==> src/rtl/mod_n_counter.sv <==
// Modulo-N up/down counter with enable, synchronous clamped load, Mealy and
// registered terminal-count flags, and a saturating count of terminal events.
module mod_n_counter #(
  parameter int unsigned WIDTH    = 4,
  parameter int unsigned MODULUS  = 16,
  parameter int unsigned SATURATE = 0
) (
  input  logic             clk,
  input  logic             rst_n,
  input  logic             x,
  input  logic             up,
  input  logic             load,
  input  logic [WIDTH-1:0] d,
  output logic [WIDTH-1:0] q,
  output logic             z,
  output logic             zq,
  output logic [7:0]       wrap_cnt
);

  localparam logic [WIDTH-1:0] MAXV = WIDTH'(MODULUS - 1);

  logic [WIDTH-1:0] term;
  logic [WIDTH-1:0] q_nxt;
  logic             at_term;

  always_comb begin
    term    = up ? MAXV : '0;
    at_term = (q == term);
    z       = x & ~load & at_term;
    q_nxt   = q;
    if (load) begin
      // Out-of-range load values clamp to the top of the range
      q_nxt = (d > MAXV) ? MAXV : d;
    end else if (x) begin
      if (!at_term) begin
        q_nxt = up ? q + WIDTH'(1) : q - WIDTH'(1);
      end else if (SATURATE == 0) begin
        q_nxt = up ? '0 : MAXV;
      end
    end
  end

  always_ff @(posedge clk or negedge rst_n) begin
    if (!rst_n) begin
      q        <= '0;
      zq       <= 1'b0;
      wrap_cnt <= '0;
    end else begin
      q  <= q_nxt;
      zq <= z;
      if (z && (wrap_cnt != 8'hFF)) begin
        wrap_cnt <= wrap_cnt + 8'd1;
      end
    end
  end

endmodule

==> config.mk <==
export PLATFORM = sky130hd
export DESIGN_NAME = mod_n_counter
export DESIGN_NICKNAME = d
export VERILOG_FILES = /design/src/rtl/mod_n_counter.sv
export SDC_FILE = /design/constraint.sdc
export NUM_CORES = 1
export LEC_CHECK = 0
export CAP_MARGIN = 10
export CORE_MARGIN = 2
export CORE_UTILIZATION = 44
export DETAILED_ROUTE_END_ITERATION = 10
export PLACE_DENSITY = 0.75
export SYNTH_ARGS = -nofsm -noshare
export SYNTH_HDL_FRONTEND = slang
export SYNTH_SLANG_ARGS = --single-unit
==> constraint.sdc <==
create_clock -name clk -period 3.3 [get_ports clk]
set_input_delay 0.495 -clock clk [delete_from_list [all_inputs] [get_ports clk]]
set_output_delay 0.495 -clock clk [all_outputs]
set_load 0.01 [all_outputs]
==> results of run 1 <==
-- cells in the final DEF (no fill, tap or decap), types with 4 or more instances in the layout --
cell / instances
a21oi_1: 4
clkdlybuf4s50_1: 22
dfrtp_1: 13
nand2_1: 5
nand3_1: 8
nor2_1: 4
xnor2_1: 7
-- path summary, 6_finish.rpt --
check | slack [ns] | to | cells after the start | start
setup / recovery | 0.28 | z | 6 | up
hold / removal | 0.50 | wrap_cnt[6]$_DFFE_PN0P_ | 1 | wrap_cnt[6]$_DFFE_PN0P_
setup reg to reg | 1.44 | wrap_cnt[1]$_DFFE_PN0P_ | 5 | q[0]$_DFFE_PN0P_
hold reg to reg | 0.50 | wrap_cnt[6]$_DFFE_PN0P_ | 1 | wrap_cnt[6]$_DFFE_PN0P_
max in group asynchronous | 2.34 | q[1]$_DFFE_PN0P_ | 1 | rst_n
min in group asynchronous | 0.58 | wrap_cnt[7]$_DFFE_PN0P_ | 1 | rst_n
-- cells in the mapped netlist (2+ instances only) --
| cell type | count | area share [%] |
|---|---|---|
| nand3_1 | 8 | 5.0 |
| o21ai_1 | 2 | 1.2 |
| nor2_1 | 4 | 1.9 |
| inv_1 | 2 | 0.93 |
| nand4_1 | 2 | 1.5 |
| a21oi_1 | 4 | 2.5 |
| nand2_1 | 5 | 2.3 |
| dfrtp_1 | 13 | 40 |
| and3_1 | 3 | 2.3 |
| xnor2_1 | 7 | 7.6 |
| ha_1 | 3 | 4.6 |
| buf_4 | 2 | 1.9 |
-- kinds of logic after synthesis --
kind of cell             share of synthesized area [%]
buffers and inverters                             4.18
multiplexers                                      3.10
AND/OR/NAND/NOR                                   22.8
flip-flops                                        40.2
adder cells (fa/ha/maj)                           7.12
XOR/XNOR                                          7.59
AO/OA/AOI/OAI                                     15.0
-- through the flow --
step,total power [W],instances,hold slack [ns]
2_1_floorplan,0.000285,77,0.199
3_3_place_gp,0.000344,124,0.484
3_5_place_dp,0.000349,124,0.491
4_1_cts,0.000445,128,0.499
5_1_grt,0.000471,128,0.523
6_report,0.000440,128,0.497
-- area by class of cell --
class	instances	area, um^2
fillers	151	644
multi-input cells	59	449
flip-flops and latches	13	325
repair buffers	25	243
well taps	25	31.3
clock buffers	4	26.3
inverters	2	7.51
-- power groups by stage --
stage	sequential (W)	combinational [W]	clock, W
finish	0.000201	0.000145	0.0000934
global route	0.000206	0.000160	0.000105
CTS	0.000202	0.000146	0.0000979
detailed placement	0.000205	0.000144	0
global placement	0.000204	0.000140	0
floorplan	0.000207	0.0000782	0
-- flip-flops by register name (all words and copies together) (netlist names) --
name      cells
q             4
zq            1
wrap_cnt      8
-- per-layer routing --
metal,up-vias,track usage [%],routed length (um)
met2,17,25.5,773
met3,2,4.62,61
met4,0,5.00,14
met5,-,0,0
met1,316,24.4,792
li1,340,-,-
==> results.toml, run 1 <==
[cts]
cts_resized = 0
cts_made_buffers = 3
clk_path_buf_depth = 2
post_cts_buffers = 0
cts_tree = "built"
ctsHoldBuffers = 0
htreeDepth = 1
clkLatencyLatePin_ns = 0.27
cts.reportedPaths.clkPinSlew_ns = 0.08
cts.sinks = 13
clockRootBuffer = "clkbuf_4"

[cells_and_area]
area_growth_pct = 33.9
layout.cell_area.non_filler_um2 = 1080
drive_gt1_share_pct = 13.6
n_antenna_cell = 0
utilization_pct = 62.7
final_net_count = 117

[power_and_ir_drop]
vdd_drop_max_mv = 0.353
p_sw_w = 0.000135
p_seq_share_pct = 45.8
comb_power_share_pct = 33.0
p_int_w = 0.000305
p_per_area_nw_per_um2 = 407
clkPwrFrac_pct = 21.2
sw_frac_of_total_pct = 30.6
p_leak_nw = 0.459

[synthesis]
seq_area_frac_synth_pct = 40.2
syn-num-nets = 90
synth_area_um2 = 808
syn_inst = 77
avgSynthCellArea_um2 = 10.5
ys_ff_latch = 13
yosysWarningCount = 0
synth_edf_count = 0
ys.flop_type = "dfrtp_1"
synth_cell_types = 34
async_flop_share_pct = 100

[global_routing]
grt.overflow.total = 0
grt_use_total_pct = 17.1
grt_start_max_net_pins = 14
grt_pass1_wl_mm = 2.63
antenna_found_initial = 0
first_global_vias = 581

[worst_setup_path]
crit_chain = "clkdlybuf4s50_1, inv_1, ha_1, nand2_1, a211oi_4, clkdlybuf4s50_1"
critPathSlowestCell = "clkdlybuf4s50_1"
crit_arrival_ns = 2.53
cpMostUsedCell = "clkdlybuf4s50_1"
cp_max_fo = 6
endpoint_kind = "primary output"
required_ns = 2.80
worstSetupPathType = "input port to primary output"
critPathLaunchType = "input port"
cp_slowest_stage_delay_ns = 0.58
worst-path-buf-inv = 3
cpLargestDelayFamily = "buffers and inverters"

[min_path]
hold_class = "register to register"

[timing]
post-route-min-period_ns = 3.02
fmax_mhz = 331
worst_pin_slew_ns = 0.566
setup_violations = 0
min_period_over_period_pct = 91.5
worst_slack_ns = 0.279
skew_ns = 0.00805
tns_ns = 0
maxSlewHeadroom_pct = 62.1
rsz0062_at_grt = "no"
hold_viol_final = 0
maxSlewViolCount = 0

[place]
finalWeightedCongestion = 0.779
portBuffers = 22
post-place-ws_ns = 0.293
dpl_cell_area_um2 = 1060
dp_hpwl_mm = 1.31

[floorplan]
start_util_pct = 46.8
core_area_um2 = 1730
die-area_um2 = 2200
die_width_um = 46.9
num_io_pins = 23
rows = 15
die_h_um = 46.9

[route]
routed_wl_mm = 1.64
viasPerCell = 5.27
drt-initial-drc-count = 9
drc = 0
avgRoutedWirePerCell_um = 12.8
num_vias = 675
antenna_left = 0
dr.pass1.iters = 4

[run]
maxCapViolCount = 0

[outcome]
status = "finished clean"
Note: power is estimated with default switching activity, not from simulation.
==> inputs of run 2 (changes only) <==
--- a/config.mk
+++ b/config.mk
@@ -9,7 +9,9 @@
 export CORE_MARGIN = 2
 export CORE_UTILIZATION = 44
 export DETAILED_ROUTE_END_ITERATION = 10
-export PLACE_DENSITY = 0.75
+export GPL_TIMING_DRIVEN = 0
+export PLACE_DENSITY_LB_ADDON = 0.3
+export SKIP_LAST_GASP = 1
 export SYNTH_ARGS = -nofsm -noshare
 export SYNTH_HDL_FRONTEND = slang
 export SYNTH_SLANG_ARGS = --single-unit
==> run 2 against run 1 <==
Via count decreased by 0.44%. Clock-buffer cell count did not move. Critical path depth is the same. Non-clock buffer count up 2. Core utilization grew 0.80 points. Setup slack lost 0.16 ns. Cell area rose by 1.3%. Maximum frequency down 5.1%. Sequential cell count is the same. Die area stayed put. Critical path type unchanged.
==> results.toml, run 2 (same netlist as run 1, synthesis figures left out) <==
[route]
maxUsedRoutingLayer = "met4"
num_vias = 672
antenna_left = 0
dr.pass1.iters = 3
drt-initial-drc-count = 12
avgRoutedWirePerCell_um = 12.3
wl_met2_um = 763
wl_met1_um = 719
drc = 0
routed_wl_mm = 1.60
viasPerCell = 5.17
wl_met3_um = 75

[timing]
tns_ns = 0
skew_ns = 0.00227
holdWs_ns = 0.466
maxSlewHeadroom_pct = 63.2
fmax_mhz = 314
rsz0062_at_grt = "no"
maxSlewViolCount = 0
setup_violations = 0
min_period_over_period_pct = 96.5
post-route-min-period_ns = 3.18
worst_pin_slew_ns = 0.550
hold_viol_final = 0

[worst_setup_path]
endpoint_kind = "primary output"
required_ns = 2.80
critPathSlowestCell = "clkdlybuf4s50_1"
crit_arrival_ns = 2.69
crit-reg2reg-capture = "wrap_cnt[1]$_DFFE_PN0P_"
crit_chain = "clkdlybuf4s50_1, inv_1, ha_1, nand2_1, a211oi_4, clkdlybuf4s50_1"
r2r_start = "q[0]$_DFFE_PN0P_"
critPathLaunchType = "input port"
cpLargestDelayFamily = "buffers and inverters"
worstRegToRegCells = 6
worstSetupPathType = "input port to primary output"
cp_max_fo = 7
r2r_setup_slack_ns = 1.27
cpMostUsedCell = "clkdlybuf4s50_1"
worst-path-buf-inv = 3
cp_slowest_stage_delay_ns = 0.60

[power_and_ir_drop]
vdd_drop_max_mv = 0.269
p_leak_nw = 0.473
p_per_area_nw_per_um2 = 403
power_w = 0.000442

[floorplan]
num_io_pins = 23
rows = 15
die_h_um = 46.9
start_util_pct = 46.8
die-area_um2 = 2200
core_area_um2 = 1730
die_width_um = 46.9

[cts]
htreeDepth = 1
clk_path_buf_depth = 2
cts.reportedPaths.clkPinSlew_ns = 0.07
cts_made_buffers = 3
cts_tree = "built"
clkLatencyLatePin_ns = 0.28
clockRootBuffer = "clkbuf_4"
cts_resized = 0
cts.sinks = 13

[global_routing]
antenna_found_initial = 0
grt_use_total_pct = 16.9
first_global_vias = 566
grt_start_max_net_pins = 14
grt_pass1_wl_mm = 2.55
grt.overflow.total = 0

[place]
portBuffers = 20
dp_hpwl_mm = 1.14
dpl_cell_area_um2 = 1040
finalWeightedCongestion = 0.687

[run]
maxCapViolCount = 0

[cells_and_area]
reg.largest.list = "wrap_cnt (8), q (4), zq (1)"
largest_reg_flops = 8
multi_input_area_um2 = 449
largest-register = "wrap_cnt"
area_growth_pct = 35.6
layout_common_cells = "clkdlybuf4s50_1 (20), dfrtp_1 (13), nand3_1 (8)"
layout.cell_area.non_filler_um2 = 1100
n_antenna_cell = 0
final_net_count = 119
regArea_um2 = 325
fill_cells = 163
layout_commonest_cell = "clkdlybuf4s50_1"
drive_gt1_share_pct = 17.1

[min_path]
min_path_cells = 2
hold_class = "input port to register"
holdCritStartpoint = "load"
whs_endpoint = "q[2]$_DFFE_PN0P_"

[outcome]
status = "finished clean"
[run 2: per-stage QoR]
stage               utilization (%)  setup slack (ns)  cells
global route                   63.5            0.0268    130
CTS                            61.7            0.0491    126
finish                         63.5             0.116    130
detailed placement             60.2            0.0485    122
global placement               60.2            0.0899    122
floorplan                         -              1.39     77
[run 2: final cells by class]
class	instances	area share [%]
inverters	2	0.685
flip-flops and latches	13	29.7
plain buffers	3	2.40
clock buffers	4	2.40
repair buffers	24	21.0
well taps	25	2.85
multi-input cells	59	41.0
[run 2: repair_timing]
item,CTS,global route
setup endpoints to repair,0,1
setup buffers,0,4
hold buffers,0,0
[run 2: power by group]
part / total (W) / switching (W) / internal (W)
Sequential: 0.000198 / 0.0000210 / 0.000177
Combinational: 0.000148 / 0.0000645 / 0.0000832
Clock: 0.0000963 / 0.0000493 / 0.0000470
[run 2: worst max-delay path by stage]
stage               start                       to  slack [ns]  cells after the start
detailed placement     up                        z        0.05                      6
global route           up                        z        0.03                      6
floorplan              up  wrap_cnt[1]$_DFFE_PN0P_        1.39                      6
global placement       up                        z        0.09                      6
finish                 up                        z        0.12                      6
CTS                    up                        z        0.05                      6
[run 2: routing by layer]
metal / up-vias / global-route usage, %
li1: 339 / -
met2: 17 / 22.5
met1: 311 / 24.4
met5: - / 0
met3: 5 / 4.62
met4: 0 / 10.0
